File: src/rtl/truth_sweep_pkg.sv
// rtl/truth_sweep_pkg.sv - shared types and constants for the truth table sweeper
package truth_sweep_pkg;

  localparam int N_IN_DEFAULT = 4;
  localparam int D            = 1 << N_IN_DEFAULT;
  localparam int SETTLE_W     = 8;

  typedef enum logic [1:0] {
    IDLE   = 2'd0,
    SETTLE = 2'd1,
    SAMPLE = 2'd2,
    DONE   = 2'd3
  } sweep_state_e;

  function automatic int depth(input int n_in);
    return 1 << n_in;
  endfunction

endpackage

File: src/rtl/sweep_settle_timer.sv
// rtl/sweep_settle_timer.sv - loadable up-counter with clear and terminal-count flag
module sweep_settle_timer
  import truth_sweep_pkg::*;
(
  input  logic                clk,
  input  logic                rst_n,
  input  logic                clear,
  input  logic                load,
  input  logic [SETTLE_W-1:0] load_val,
  input  logic                en,
  input  logic [SETTLE_W-1:0] limit,
  output logic                tc
);

  logic [SETTLE_W-1:0] count;

  always_ff @(posedge clk) begin
    if (!rst_n) begin
      count <= '0;
    end else if (clear) begin
      count <= '0;
    end else if (load) begin
      count <= load_val;
    end else if (en) begin
      count <= count + 1'b1;
    end
  end

  assign tc = (count == limit);

endmodule

File: src/rtl/truth_table_sweeper.sv
// rtl/truth_table_sweeper.sv - exhaustive input sweep, capture and compare of a combinational block
module truth_table_sweeper
  import truth_sweep_pkg::*;
#(
  parameter int N_IN          = 4,
  parameter int SETTLE_CYCLES = 2
)
(
  input  logic                  clk,
  input  logic                  rst_n,
  input  logic                  start,
  input  logic [(1<<N_IN)-1:0]  expected,
  input  logic                  f_in,
  output logic [N_IN-1:0]       stim,
  output logic                  busy,
  output logic                  done,
  output logic                  pass,
  output logic [(1<<N_IN)-1:0]  table_out,
  output logic [N_IN:0]         mismatch_cnt,
  output logic                  fail_valid,
  output logic [N_IN-1:0]       first_fail_idx
);

  localparam int DEPTH = 1 << N_IN;
  localparam logic [N_IN-1:0]     STIM_LAST    = '1;
  localparam logic [SETTLE_W-1:0] SETTLE_LIMIT = SETTLE_W'(SETTLE_CYCLES - 1);

  sweep_state_e       state;
  logic [DEPTH-1:0]   exp_q;
  logic               accept;
  logic               tmr_clear;
  logic               tmr_en;
  logic               tmr_tc;

  assign accept    = ((state == IDLE) || (state == DONE)) && start;
  // The settle count restarts at every new vector: on the accepting edge and after each sample.
  assign tmr_clear = accept || (state == SAMPLE);
  assign tmr_en    = (state == SETTLE);

  sweep_settle_timer u_settle_timer (
    .clk      (clk),
    .rst_n    (rst_n),
    .clear    (tmr_clear),
    .load     (1'b0),
    .load_val ('0),
    .en       (tmr_en),
    .limit    (SETTLE_LIMIT),
    .tc       (tmr_tc)
  );

  always_ff @(posedge clk) begin
    if (!rst_n) begin
      state          <= IDLE;
      stim           <= '0;
      table_out      <= '0;
      mismatch_cnt   <= '0;
      first_fail_idx <= '0;
      busy           <= 1'b0;
      done           <= 1'b0;
      fail_valid     <= 1'b0;
      exp_q          <= '0;
    end else begin
      case (state)
        IDLE, DONE: begin
          if (start) begin
            exp_q          <= expected;
            table_out      <= '0;
            mismatch_cnt   <= '0;
            fail_valid     <= 1'b0;
            first_fail_idx <= '0;
            done           <= 1'b0;
            busy           <= 1'b1;
            stim           <= '0;
            state          <= SETTLE;
          end
        end
        SETTLE: begin
          if (tmr_tc) begin
            state <= SAMPLE;
          end
        end
        SAMPLE: begin
          table_out[stim] <= f_in;
          if (f_in != exp_q[stim]) begin
            mismatch_cnt <= mismatch_cnt + 1'b1;
            if (!fail_valid) begin
              first_fail_idx <= stim;
              fail_valid     <= 1'b1;
            end
          end
          // stim parks on the last vector rather than wrapping back to 0.
          if (stim == STIM_LAST) begin
            state <= DONE;
            busy  <= 1'b0;
            done  <= 1'b1;
          end else begin
            stim  <= stim + 1'b1;
            state <= SETTLE;
          end
        end
        default: state <= IDLE;
      endcase
    end
  end

  assign pass = done && (mismatch_cnt == '0);

endmodule

File: config.mk
export PLATFORM = sky130hd
export DESIGN_NAME = truth_table_sweeper
export DESIGN_NICKNAME = d
export VERILOG_FILES = /design/src/rtl/truth_sweep_pkg.sv /design/src/rtl/sweep_settle_timer.sv /design/src/rtl/truth_table_sweeper.sv
export SDC_FILE = /design/constraint.sdc
export NUM_CORES = 1
export LEC_CHECK = 0
export CORE_UTILIZATION = 48
export CTS_CLUSTER_SIZE = 28
export DETAILED_ROUTE_END_ITERATION = 8
export PLACE_DENSITY = 0.75
export SYNTH_ARGS = -nofsm -noshare
export SYNTH_HDL_FRONTEND = slang
export SYNTH_SLANG_ARGS = --single-unit
File: constraint.sdc
create_clock -name clk -period 2.2 [get_ports clk]
set_input_delay 0.44 -clock clk [delete_from_list [all_inputs] [get_ports clk]]
set_output_delay 0.44 -clock clk [all_outputs]
set_load 0.005 [all_outputs]
; Word-level counts from Yosys, hierarchy flattened
; Index checks and enable logic that the tools add are counted.
[word_totals]
regBits = 58
[op_classes]
addsub = 3
order_cmp = 2
eq_ne = 12
mux = 28
n_bitwise = 1
n_reduce_logical = 17
[ops]
columns = op, count
row1 = $pmux W16 S2, 1
row2 = $bwmux W16, 1
row3 = $mux W16, 1
row4 = $mux W4, 4
row5 = $pmux W4 S2, 2
row6 = $mux W5, 2
row7 = $pmux W5 S2, 1
row8 = $reduce_and A3 Y1, 3
row9 = $add A8 B1 Y8 const B, 1
row10 = $eq A8 B1 Y1 const B, 1
row11 = $mux W1, 7
row12 = $mux W2, 3
row13 = $ne A2 B1 Y1 const B, 3
row14 = $ne A2 B2 Y1 const B, 3
row15 = $pmux W1 S2, 3
row16 = $pmux W2 S3, 1
row17 = $reduce_and A2 Y1, 3
row18 = $add A5 B1 Y5 const B, 1
row19 = $logic_not A5 Y1, 1
row20 = $lt A4 B5 Y1 const B, 1
row21 = $add A4 B1 Y4 const B, 1
row22 = $bmux W1 S4, 1
row23 = $demux W1 S4, 1
row24 = $eq A2 B2 Y1 const B, 2
row25 = other kinds (11), 15

; Longest topological paths before layout
[logic_depth]
depth_word = 6
ltp_mapped = 9

; Hierarchy
; A second synthesis with hierarchy kept.
[hier_totals]
hier_cells = 373
hier_area_um2 = 3036.7
[modules_own_cells]
columns = mod, instances, cells_per_inst, area_each_um2, seq_area_each_um2
row1 = truth_table_sweeper, 1, 311, 2499.9, 1001.0
row2 = sweep_settle_timer, 1, 62, 536.8, 160.2

; Worst setup path before layout
; Ideal clock, no wire load.
[synth_timing]
path_type = register to register
from = register stim[1]
to = register mismatch_cnt[2]
setup_ns = 0.131
t_arrival_ns = 2.202
setup_slack_ns = -0.133
stages_incl_launch_ff = 8
path_buffers = 1
period_less_slack_ns = 2.333
cell_sequence = dfxtp_1 > buf_6 > mux4_2 > mux2_4 > mux2i_1 > or3b_4 > o311ai_1 > o41ai_1
[synth_between]
elab_chain_len = 5
[synth_lines]
columns = item, line
row1 = "start, declared", truth_table_sweeper.sv:14  ; output logic [N_IN-1:0] stim,
row2 = "start signal, assigned", truth_table_sweeper.sv:97  ; stim <= stim + 1'b1;
row3 = $bmux W1 S4, truth_table_sweeper.sv:84  ; if (f_in != exp_q[stim]) begin
row4 = $mux W1 (implied by the code), truth_table_sweeper.sv:84
row5 = $ne A1 B1 Y1, truth_table_sweeper.sv:84
row6 = $ne A2 B1 Y1 (no source line), n/a
row7 = $reduce_and A3 Y1 (no source line), n/a
row8 = "end signal, assigned", truth_table_sweeper.sv:85  ; mismatch_cnt <= mismatch_cnt + 1'b1;
row9 = "end, declared", truth_table_sweeper.sv:19  ; output logic [N_IN:0] mismatch_cnt,
; No other way between the ends. The select of a mux whose other input is x is not followed.
; A chain may end at the register's enable or synchronous reset.

; Worst setup path after layout
[layout_timing]
from = register stim[1]
to = register mismatch_cnt[4]
; The elaborated chain is that of the path after synthesis.

==> out/qor.yml <==
status: "complete, but fails checks"
violations: "negative setup slack"
total_power_mw: 2.72
async_reset_ff_share_pct: 0
hold_start: "exp_q[7]"
vias: 2859
power.density_nw_per_um2: 687
first_pass_iters: 5
path_clk_slew_ps: 70
skew_ps: 10.5
cts_tree: "yes"
root_buffer: "clkbuf_8"
grt_setup_unrepaired: "yes"
cts.sinks: 58
drtAntennaViolNets: 0
io_buffers: 52
fp-row-count: 28
fin_nets: 460
p_leak_nw: 1.48
dpl-instance-area_sq_um: 3690
hold_viol: 0
worst_ep_required_time_ps: 2430
setup_ws_ps: -71.3
ios: 53
htreeDepth: 3
hpwlAfterDp_um: 5170
drc_errors: 0
drive_above_1_share_pct: 12.9
die_w_um: 81.4
finalSetupViolCount: 2
synth-seq-area-share_pct: 38.3
critical_path.max_fanout: 8
max-clock-path-buffers: 2
grt_pass1_wl_um: 12200
cts_hold_buf: 0
viasPerCell: 5.63
hold_class: "reg2reg"
critPathMaxStageDelay_ps: 470
crit_chain: "buf_4 -> buf_4 -> mux2i_2 -> a2bb2oi_2 -> a2111oi_1 -> or3b_4 -> nor4_1 -> a311o_1"
start_kind: "register"
r2r_start: "stim[1]"
synth-edff-count: 0
peakVddDrop_uv: 403
synthCells: 371
netlist_area_sq_um: 3030
final_area_sq_um: 3960
maxCapViolCount: 0
end_kind: "register"
insertion_delay_ps: 340
grtUsageTotal_pct: 24.0
cp.arrival_ps: 2500
timing.final.crit_share_pct: 103
grt_pass1_vias: 2706
antenna_found_initial: 0
dieArea_sq_um: 6630
critPathTopFamily: "compound AO/OA/AOI/OAI gates"
synth_top_area_share_pct: 38.3
cp_common_cell: "buf_4"
syn_nets: 402
slew_viol_final: 0
drt_iter0_markers: 195
numCtsBuffers: 9
fmax_mhz: 440
slew_headroom_pct: 64.4
period_needed_ps: 2270
areaGrowthSynthToFinish_pct: 30.7
cp_slowest_cell: "a2111oi_1"
coreArea_sq_um: 5990
synth_ff_type: "dfxtp_1"
gp_congestion: 0.841
syn_area_per_cell_sq_um: 8.16
postCtsSetupRepairBufs: 0
crit_path_start: "stim[1]"
drt_wl_total_um: 7300
ys_types: 46
globalRouteOverflowTotal: 0
synth.top_cells.by_count: "58 x dfxtp_1, 56 x nand2_1, 29 x a21boi_1"
die_h_um: 81.4
crit_buf_inv: 2
wire_per_inst_um: 14.4
yosys_register_bits: 58
yosysTopAreaCell: "dfxtp_1"
synth_warnings: 0
setup_tns_ps: -73.4
crit_type: "reg2reg"
start_util_pct: 50.5
yosysMostFrequentCell: "dfxtp_1"
netlist_top_cells_area: "dfxtp_1 38%, a21boi_1 7.2%, nand2_1 6.9%, o21ai_1 4.6%, ha_1 4.5%"
insertedDiodeCount: 0
grt_max_degree: 35
tightest_slew_ps: 533
-- worst min-delay path, delay by kind of cell (launching register included) --
family / cells / cell delay, ps
compound gates: 1 / 50
flops: 1 / 310
simple gates: 1 / 50
-- final timing paths --
kind                                   endpoint  slack (ps)  cells after the start
worst min register to register         exp_q[7]         450                      2
worst max register to register  mismatch_cnt[4]         -70                      8
worst max-delay path            mismatch_cnt[4]         -70                      8
worst min-delay path                   exp_q[7]         450                      2
-- layer usage --
layer,GRT usage [%],up-vias,wire (um)
met2,37.5,75,3380
met5,0,-,0
met1,32.0,1338,3470
li1,-,1436,-
met3,5.00,10,333
met4,10.2,0,115
-- repair_timing --
item / in CTS / in global routing
pin swaps: 0 / 1
resized for setup: 3 / 7
endpoints found under the setup margin: 10 / 16
-- flip-flops by register name (all words and copies together) (netlist names) --
register	cells
exp_q	16
table_out	16
u_settle_timer.count	8
mismatch_cnt	5
first_fail_idx	4
stim	4
state	2
busy	1
done	1
fail_valid	1
-- cell type report --
class	instances	area (sq um)
well taps	75	93.8
clock buffers	11	151
flip-flops and latches	58	1160
multi-input cells	278	1760
clock inverters	4	75.1
inverters	10	37.5
fillers	512	2030
repair buffers	72	673
-- where the power goes --
part | leakage (nW) | switching [mW] | total, mW | internal [mW]
combinational | 0.897 | 0.276 | 0.468 | 0.191
sequential | 0.471 | 0.0330 | 1.13 | 1.10
clock | 0.108 | 0.430 | 1.12 | 0.693
-- placed cells by master, fill, tap and decap left out, drive strengths merged, types with 2 or more instances in the layout --
cell type	instances
a21boi	29
a21oi	24
a22oi	2
and2	10
and3	7
buf	20
bufinv	2
clkbuf	11
clkdlybuf4s50	51
clkinvlp	2
dfxtp	58
ha	11
inv	10
mux2	2
mux2i	5
mux4	2
nand2	56
nand2b	3
nand3	23
nand3b	2
nand4	15
nor2	16
nor2b	6
nor3b	2
nor4	3
o211ai	4
o21ai	31
o311ai	2
o41ai	2
or3	3
xnor2	2
xor2	4
-- cells by family after synthesis --
family | count (synthesis) | synth area share, %
adders and majority gates | 11 | 4.55
AOI/OAI and AO/OA | 101 | 21.6
buffers and inverters | 35 | 4.59
DFF | 58 | 38.3
muxes | 9 | 4.01
xor gates and xnor gates | 6 | 1.74
and+or+nand+nor | 151 | 25.2
-- per-stage QoR --
step | utilization [%] | setup WS, ps | hold WS [ps] | instances
floorplan | - | -24.9 | 431 | 371
global placement | 61.6 | -51.4 | 443 | 493
detailed placement | 61.6 | -89.2 | 446 | 493
CTS | 65.6 | -35.0 | 455 | 508
global route | 66.1 | -93.4 | 481 | 508
finish | 66.1 | -71.3 | 453 | 508
No activity file was read; power rests on OpenSTA's default activity.
